==> config.mk <==
export PLATFORM = sky130hd
export DESIGN_NAME = dmem_responder
export DESIGN_NICKNAME = d
export VERILOG_FILES = /design/src/rtl/dmem_pkg.sv /design/src/rtl/dmem_wait_timer.sv /design/src/rtl/dmem_responder.sv
export SDC_FILE = /design/constraint.sdc
export NUM_CORES = 1
export LEC_CHECK = 0
export CAP_MARGIN = 20
export CORE_MARGIN = 2
export CORE_UTILIZATION = 42
export CTS_CLUSTER_DIAMETER = 40
export DETAILED_ROUTE_END_ITERATION = 8
export GPL_ROUTABILITY_DRIVEN = 0
export PLACE_DENSITY_LB_ADDON = 0.05
export REMOVE_ABC_BUFFERS = 1
export SLEW_MARGIN = 15
export SYNTH_ARGS = -nofsm -noshare
export SYNTH_HDL_FRONTEND = slang
export SYNTH_HIERARCHICAL = 1
export SYNTH_SLANG_ARGS = --single-unit
==> constraint.sdc <==
create_clock -name clk -period 3.1 [get_ports clk]
set_clock_uncertainty 0.1 [all_clocks]
set_input_delay 0.465 -clock clk [delete_from_list [all_inputs] [get_ports clk]]
set_output_delay 0.465 -clock clk [all_outputs]
set_load 0.01 [all_outputs]
==> src/rtl/dmem_pkg.sv <==
// Shared types and constants for the data-memory responder.
// Imported by dmem_responder and dmem_wait_timer.
package dmem_pkg;

    typedef enum logic [1:0] {
        IDLE = 2'd0,
        WAIT = 2'd1,
        DONE = 2'd2
    } state_t;

    localparam logic [1:0] ERR_NONE     = 2'b00;
    localparam logic [1:0] ERR_MISALIGN = 2'b01;
    localparam logic [1:0] ERR_RANGE    = 2'b10;
    localparam logic [1:0] ERR_CONFLICT = 2'b11;

    localparam logic [5:0] OP_LW = 6'h23;
    localparam logic [5:0] OP_SW = 6'h2B;

    localparam int TMR_W = $clog2(16);

endpackage

==> src/rtl/dmem_wait_timer.sv <==
// Loadable down-counter timing the SRAM access latency.
// Ports: clk, rst_n, load/load_val, dec; done is high while count==1.
module dmem_wait_timer
    import dmem_pkg::*;
#(
    parameter int W = TMR_W
) (
    input  logic         clk,
    input  logic         rst_n,
    input  logic         load,
    input  logic [W-1:0] load_val,
    input  logic         dec,
    output logic         done
);

    logic [W-1:0] cnt;

    always_ff @(posedge clk or negedge rst_n) begin
        if (!rst_n) begin
            cnt <= '0;
        end else if (load) begin
            cnt <= load_val;
        end else if (dec && cnt != '0) begin
            cnt <= cnt - W'(1);
        end
    end

    assign done = (cnt == W'(1));

endmodule

==> src/rtl/dmem_responder.sv <==
// Data-memory responder: one lw/sw at a time to a fixed-latency SRAM,
// stalling the core until done; flags bad requests; counts accesses/stalls.
// Ports: clk, rst_n; core side mem_read/mem_write/addr/wdata -> rdata/stall/
// err/err_code; SRAM side sram_en/we/addr/wdata, sram_rdata; access_cnt,
// stall_cnt performance counters.
module dmem_responder
    import dmem_pkg::*;
#(
    parameter int ADDR_W  = 10,
    parameter int LATENCY = 2,
    parameter int CNT_W   = 32
) (
    input  logic              clk,
    input  logic              rst_n,
    input  logic              mem_read,
    input  logic              mem_write,
    input  logic [31:0]       addr,
    input  logic [31:0]       wdata,
    output logic [31:0]       rdata,
    output logic              stall,
    output logic              err,
    output logic [1:0]        err_code,
    output logic              sram_en,
    output logic              sram_we,
    output logic [ADDR_W-1:0] sram_addr,
    output logic [31:0]       sram_wdata,
    input  logic [31:0]       sram_rdata,
    output logic [CNT_W-1:0]  access_cnt,
    output logic [CNT_W-1:0]  stall_cnt
);

    localparam logic [TMR_W-1:0] LAT_M1 = TMR_W'(LATENCY - 1);

    state_t      state;
    state_t      state_nx;
    logic        req;
    logic        bad;
    logic        issue;
    logic        wr_q;
    logic        tmr_done;
    logic [1:0]  chk_code;
    logic [31:0] hold;

    // Gating with rst_n keeps the SRAM quiet the instant reset asserts,
    // even though the core may still be presenting its request.
    assign req = (mem_read | mem_write) & rst_n;

    always_comb begin
        chk_code = ERR_NONE;
        if (mem_read && mem_write) begin
            chk_code = ERR_CONFLICT;
        end else if (addr[1:0] != 2'b00) begin
            chk_code = ERR_MISALIGN;
        end else if (addr[31:ADDR_W+2] != '0) begin
            chk_code = ERR_RANGE;
        end
    end

    assign bad   = (chk_code != ERR_NONE);
    assign issue = (state == IDLE) && req && !bad;

    dmem_wait_timer u_timer (
        .clk      (clk),
        .rst_n    (rst_n),
        .load     (issue),
        .load_val (LAT_M1),
        .dec      (state == WAIT),
        .done     (tmr_done)
    );

    always_ff @(posedge clk or negedge rst_n) begin
        if (!rst_n) begin
            state <= IDLE;
        end else begin
            state <= state_nx;
        end
    end

    always_comb begin
        state_nx = state;
        case (state)
            IDLE: begin
                if (issue) begin
                    state_nx = (LATENCY > 1) ? WAIT : DONE;
                end
            end
            WAIT: begin
                if (tmr_done) begin
                    state_nx = DONE;
                end
            end
            DONE:    state_nx = IDLE;
            default: state_nx = IDLE;
        endcase
    end

    always_comb begin
        stall    = 1'b0;
        err      = 1'b0;
        err_code = ERR_NONE;
        sram_en  = 1'b0;
        sram_we  = 1'b0;
        rdata    = hold;
        case (state)
            IDLE: begin
                if (req && bad) begin
                    err      = 1'b1;
                    err_code = chk_code;
                    rdata    = '0;
                end else if (req) begin
                    sram_en = 1'b1;
                    sram_we = mem_write;
                    stall   = 1'b1;
                end
            end
            WAIT: stall = 1'b1;
            DONE: begin
                if (!wr_q) begin
                    rdata = sram_rdata;
                end
            end
            default: ;
        endcase
    end

    assign sram_addr  = addr[ADDR_W+1:2];
    assign sram_wdata = wdata;

    // Direction is latched at issue so a request dropped mid-access
    // still completes as the original read or write.
    always_ff @(posedge clk or negedge rst_n) begin
        if (!rst_n) begin
            wr_q <= 1'b0;
            hold <= '0;
        end else begin
            if (issue) begin
                wr_q <= mem_write;
            end
            if (state == DONE && !wr_q) begin
                hold <= sram_rdata;
            end
        end
    end

    always_ff @(posedge clk or negedge rst_n) begin
        if (!rst_n) begin
            access_cnt <= '0;
            stall_cnt  <= '0;
        end else begin
            if (state == DONE && access_cnt != '1) begin
                access_cnt <= access_cnt + CNT_W'(1);
            end
            if (stall && stall_cnt != '1) begin
                stall_cnt <= stall_cnt + CNT_W'(1);
            end
        end
    end

endmodule
# Word level (Yosys, flattened, before mapping)
# Index checks and enable logic that the tools add are counted.
[totals] out_inout_bits=144 latchBits=0 register_bits=103 mem_bits_ro=0 ramBits=0 memories=0
[classes] muxes=22 div=0 bitwise_logic=2 eq_ne=7 n_lt_le_gt_ge=0 mul=0 shifts=0 n_reduce_logical=17 n_addsub=3
[ops] operator="adder 32 x 1 -> 32 bit, second input constant" count=2
[ops] operator="2-to-1 mux 32 bit" count=2
[ops] operator="!= test 32 bit, second input constant" count=2
[ops] operator="case mux 32 bit (2 select lines)" count=1
[ops] operator="nonzero test 20 bit" count=1
[ops] operator="2-to-1 mux 2 bit" count=7
[ops] operator="logical AND 1 bit" count=8
[ops] operator="2-to-1 mux 1 bit" count=8
[ops] operator="2-to-1 mux 4 bit" count=2
[ops] operator="nonzero test 2 bit" count=3
[ops] operator="== test 4 x 1 -> 1 bit, second input constant" count=1
[ops] operator="!= test 2 bit, second input constant" count=2
[ops] operator="case mux 2 bit (2 select lines)" count=1
[ops] operator="nonzero test 4 bit" count=1
[ops] operator="subtractor 4 x 1 -> 4 bit, second input constant" count=1
[ops] operator="== test 2 x 1 -> 1 bit, second input constant" count=1
[ops] operator="== test 2 bit, second input constant" count=1
[ops] operator="logical NOT 1 bit" count=2
[ops] operator="logical NOT 2 bit" count=1
[ops] operator="case mux 1 bit (2 select lines)" count=1
[ops] operator="AND reduction 2 bit" count=1
[ops] operator="AND 1 bit" count=1
[ops] operator="OR 1 bit" count=1

# Logic depth before layout (Yosys ltp)
[logic_depth] ltp_word=9 depth_mapped=9 ltp_nobuf=7

# Cells and area by module
# The synthesis kept the hierarchy.
[modules_own_cells] mod="dmem_responder" seq_area_each_um2=2477.4 area_per_inst_um2=5027.3 cells_per_inst=453 n_inst=1
[modules_own_cells] mod="dmem_wait_timer" seq_area_each_um2=100.1 area_per_inst_um2=282.8 cells_per_inst=29 n_inst=1

# Worst setup path before layout
# OpenSTA, ideal clock, no wires.
[synth_timing] path_kind="in2out" from="in addr[26]" to="out rdata[0]" arrival_ps=1963 required_time_ps=2535 path_slack_ps=572 stages=6 path_cell_list="or4_1 nor2_1 a21oi_1 nor2_1 clkbuf_1 a22o_1"
[synth_via] elab_chain_cells=8
[synth_rtl] element="start, declared" line_no="dmem_responder.sv:17" rtl="input logic [31:0] addr,"
[synth_rtl] element="nonzero test 20 bit" line_no="dmem_responder.sv:54" rtl="end else if (addr[31:ADDR_W+2] != '0) begin"
[synth_rtl] element="2-to-1 mux 2 bit" line_no="dmem_responder.sv:54"
[synth_rtl] element="2-to-1 mux 2 bit" line_no="dmem_responder.sv:52" rtl="end else if (addr[1:0] != 2'b00) begin"
[synth_rtl] element="2-to-1 mux 2 bit" line_no="dmem_responder.sv:50" rtl="if (mem_read && mem_write) begin"
[synth_rtl] element="nonzero test 2 bit" line_no="dmem_responder.sv:59" rtl="assign bad = (chk_code != ERR_NONE);"
[synth_rtl] element="logical AND 1 bit" line_no="dmem_responder.sv:106" rtl="if (req && bad) begin"
[synth_rtl] element="2-to-1 mux 32 bit" line_no="dmem_responder.sv:106"
[synth_rtl] element="case mux 32 bit (2 select lines)" line_no="dmem_responder.sv:104" rtl="case (state)"
[synth_rtl] element="end, declared" line_no="dmem_responder.sv:19" rtl="output logic [31:0] rdata,"
# No other way between the ends.

# Worst setup path in the final report
[layout_timing] from="in addr[30]" to="out sram_en"
[layout_via] elab_chain_cells=8
[layout_rtl] element="nonzero test 20 bit" line_no="dmem_responder.sv:54"
[layout_rtl] element="2-to-1 mux 2 bit" line_no="dmem_responder.sv:54"
[layout_rtl] element="2-to-1 mux 2 bit" line_no="dmem_responder.sv:52"
[layout_rtl] element="2-to-1 mux 2 bit" line_no="dmem_responder.sv:50"
[layout_rtl] element="nonzero test 2 bit" line_no="dmem_responder.sv:59"
[layout_rtl] element="logical AND 1 bit" line_no="dmem_responder.sv:106"
[layout_rtl] element="2-to-1 mux 1 bit" line_no="dmem_responder.sv:106"
[layout_rtl] element="2-to-1 mux 1 bit" line_no="dmem_responder.sv:104"
[layout_rtl] element="end, declared" line_no="dmem_responder.sv:23" rtl="output logic sram_en,"
# No other way between the ends.

==> metrics.yaml <==
max_slew.worst_pin.slew_ns: 0.752
yosysTopAreaCell: "dfrtp_1"
drive_gt1_share_pct: 17.6
cp.depth: 7
max_stage_delay_ns: 0.53
clockBufferDepth: 2
insertion_delay_ns: 0.35
die-area_um2: 13600
yosysMostFrequentCell: "dfrtp_1"
antenna_found_initial: 0
slew_headroom_pct: 49.9
num_rows: 41
hp-class: "in -> async"
power-per-cell-area_nw_per_um2: 387
post-route-min-period_ns: 2.98
die_height_um: 116
synth.avg_cell_area_um2: 11.0
fmax_mhz: 336
grt_pass1_wl_um: 22700
drt_pass1_iterations: 4
ys_async_sr_fraction_pct: 100
cp.required_ns: 2.53
finalWorstSetupSlack_ns: 0.122
start_util_pct: 42.6
reg2reg_depth: 7
p_leak_nw: 3.10
portBuffers: 159
core_area_um2: 12500
cp-start-kind: "input port"
drtIter0Drc: 192
place_inst: 772
cts_hold_buf: 0
synth-seq-area-share_pct: 48.5
yosys-top-cells-area: "dfrtp_1 49%, xnor2_1 7.6%, mux2_2 7.2%, buf_4 6.1%, a22o_1 5.3%"
crit_fanout: 3
critPathSlowestCell: "clkdlybuf4s50_1"
final.setup.tns_ns: 0
grt_start_max_net_pins: 65
grt_pass1_vias: 4035
via_count: 4137
synth_edf_count: 0
fp.dieW_um: 116
cp_cell_sequence: "clkdlybuf4s50_1, nor4_4, nand4_1, buf_4, nor3_1, buf_4, clkdlybuf4s50_1"
crit_type: "in -> out"
root_buffer: "clkbuf_16"
antenna_cells: 0
postRouteAntennaNets: 0
hpwl_um: 11100
synth_cell_types: 47
grtUsageTotal_pct: 22.4
synth_top_area_share_pct: 48.5
cp_num_buf_inv: 4
synth_flop_cell: "dfrtp_1"
syn_inst: 482
gr-total-overflow: 0
remaining_drc_errors: 0
dp_slack_ns: -0.227
final_hold_viol_count: 0
fin_total_pwr_w: 0.00277
cts_tree: "built"
setup.worst_path.end_class: "output pin"
ir_drop_uv: 224
vias_per_cell: 5.23
syn_area_um2: 5310
wirelength_um: 14900
cts_made_buffers: 9
period_share_pct: 96.1
slew_violations: 0
clk_pin_slew_worst_paths_ns: 0.07
path_delay_family: "buffers and inverters"
instances_no_fill: 791
cts_max_level: 3
rsz0062_at_grt: "false"
numClockSinks: 103
ys_warn_count: 6
status: "completed"
fin_nets: 718
yosys-top-cells-count: "103 x dfrtp_1, 46 x xnor2_1, 43 x buf_4"
drv_cap: 0
areaGrowthSynthToFinish_pct: 34.6
ys_ff_latch: 103
wl_per_cell_um: 18.8
arrival_ns: 2.41
ios: 244
setup_viol: 0
placed cells by master, fill, tap and decap left out, drive strengths merged, types with 4 or more instances in the layout:
master / netlist / final
mux2: 35 / 35
clkbuf: 11 / 39
conb: 2 / 4
and2: 8 / 8
clkdlybuf4s15: 0 / 4
a22o: 32 / 32
dfrtp: 103 / 103
clkdlybuf4s50: 0 / 124
and4: 5 / 5
and3: 13 / 13
nand4: 28 / 28
xnor2: 46 / 46
nor3b: 4 / 4
nand3: 26 / 26
ha: 4 / 4
nor3: 6 / 6
nor4: 7 / 7
buf: 46 / 18
nor2: 24 / 24
xor2: 15 / 15
nor2b: 4 / 4
a21oi: 4 / 4
nand2: 33 / 33
path summary, 6_finish.rpt:
kind	end	from	slack [ns]
max in group asynchronous	access_cnt[2]$_DFFE_PN0P_	rst_n	1.56
setup reg to reg	stall_cnt[4]$_DFFE_PN0P_	stall_cnt[14]$_DFFE_PN0P_	0.76
min in group clk	stall_cnt[16]$_DFFE_PN0P_	stall_cnt[16]$_DFFE_PN0P_	0.39
hold reg to reg	stall_cnt[16]$_DFFE_PN0P_	stall_cnt[16]$_DFFE_PN0P_	0.39
hold / removal	access_cnt[30]$_DFFE_PN0P_	rst_n	0.14
setup / recovery	sram_en	addr[30]	0.12
cell type report:
cell class | instances | area, um2
well taps | 172 | 215
repair buffers | 176 | 1650
flip-flops and latches | 103 | 2580
multi-input cells | 321 | 2390
inverters | 3 | 11.3
clock inverters | 5 | 57.6
fillers | 1126 | 5320
clock buffers | 11 | 243
per-layer routing:
metal  wire length [um]  share of wire, %  vias up  global-route usage (%)
li1                   -                 -     1938                       -
met1               6300                42     1968                    29.1
met2               6190                41      199                    29.8
met3               2000                13       26                    14.2
met4                228               1.5        6                    6.75
met5                193               1.3        -                    10.0
registers in the layout (all words and copies together) (netlist names):
| signal | cells |
|---|---|
| hold | 32 |
| stall_cnt | 32 |
| state | 2 |
| access_cnt | 32 |
| wr_q | 1 |
| u_timer/cnt | 4 |
power breakdown:
part	switching, W	internal [W]	leakage, nW
clock	0.000499	0.000647	0.138
sequential	0.0000110	0.00136	1.34
combinational	0.000105	0.000141	1.61
repair_timing:
| item | CTS | global route |
|---|---|---|
| endpoints found under the setup margin | 32 | 35 |
| cloned | 1 | 0 |
| gates resized for setup | 36 | 68 |
| pin swaps | 2 | 3 |
| buffers inserted | 2 | 0 |
stage by stage:
stage | hold WS [ns] | area (um2) | utilization (%)
after floorplan | 0.0694 | 4920 | -
after global placement | 0.377 | 6880 | 55.2
after detailed placement | 0.389 | 6880 | 55.2
after CTS | 0.154 | 7200 | 57.8
after global routing | 0.171 | 7150 | 57.4
final | 0.139 | 7150 | 57.4
cells by family after synthesis:
family | share of synthesized area [%]
adders and majority gates | 0.943
buffers and inverters | 7.70
xor gates and xnor gates | 10.1
other | 0.141
and+or+nand+nor | 17.4
muxes | 7.61
AOI/OAI and AO/OA | 7.59
DFF | 48.5
worst register-to-register path: cells and delay by family (launching register included):
kind | cells | cell delay (ns)
buffers and inverters | 1 | 0.16
and+or+nand+nor | 4 | 1.17
AOI/OAI and AO/OA | 1 | 0.24
xor gates and xnor gates | 1 | 0.13
DFF | 1 | 0.42
Note: power is estimated with default switching activity, not from simulation.
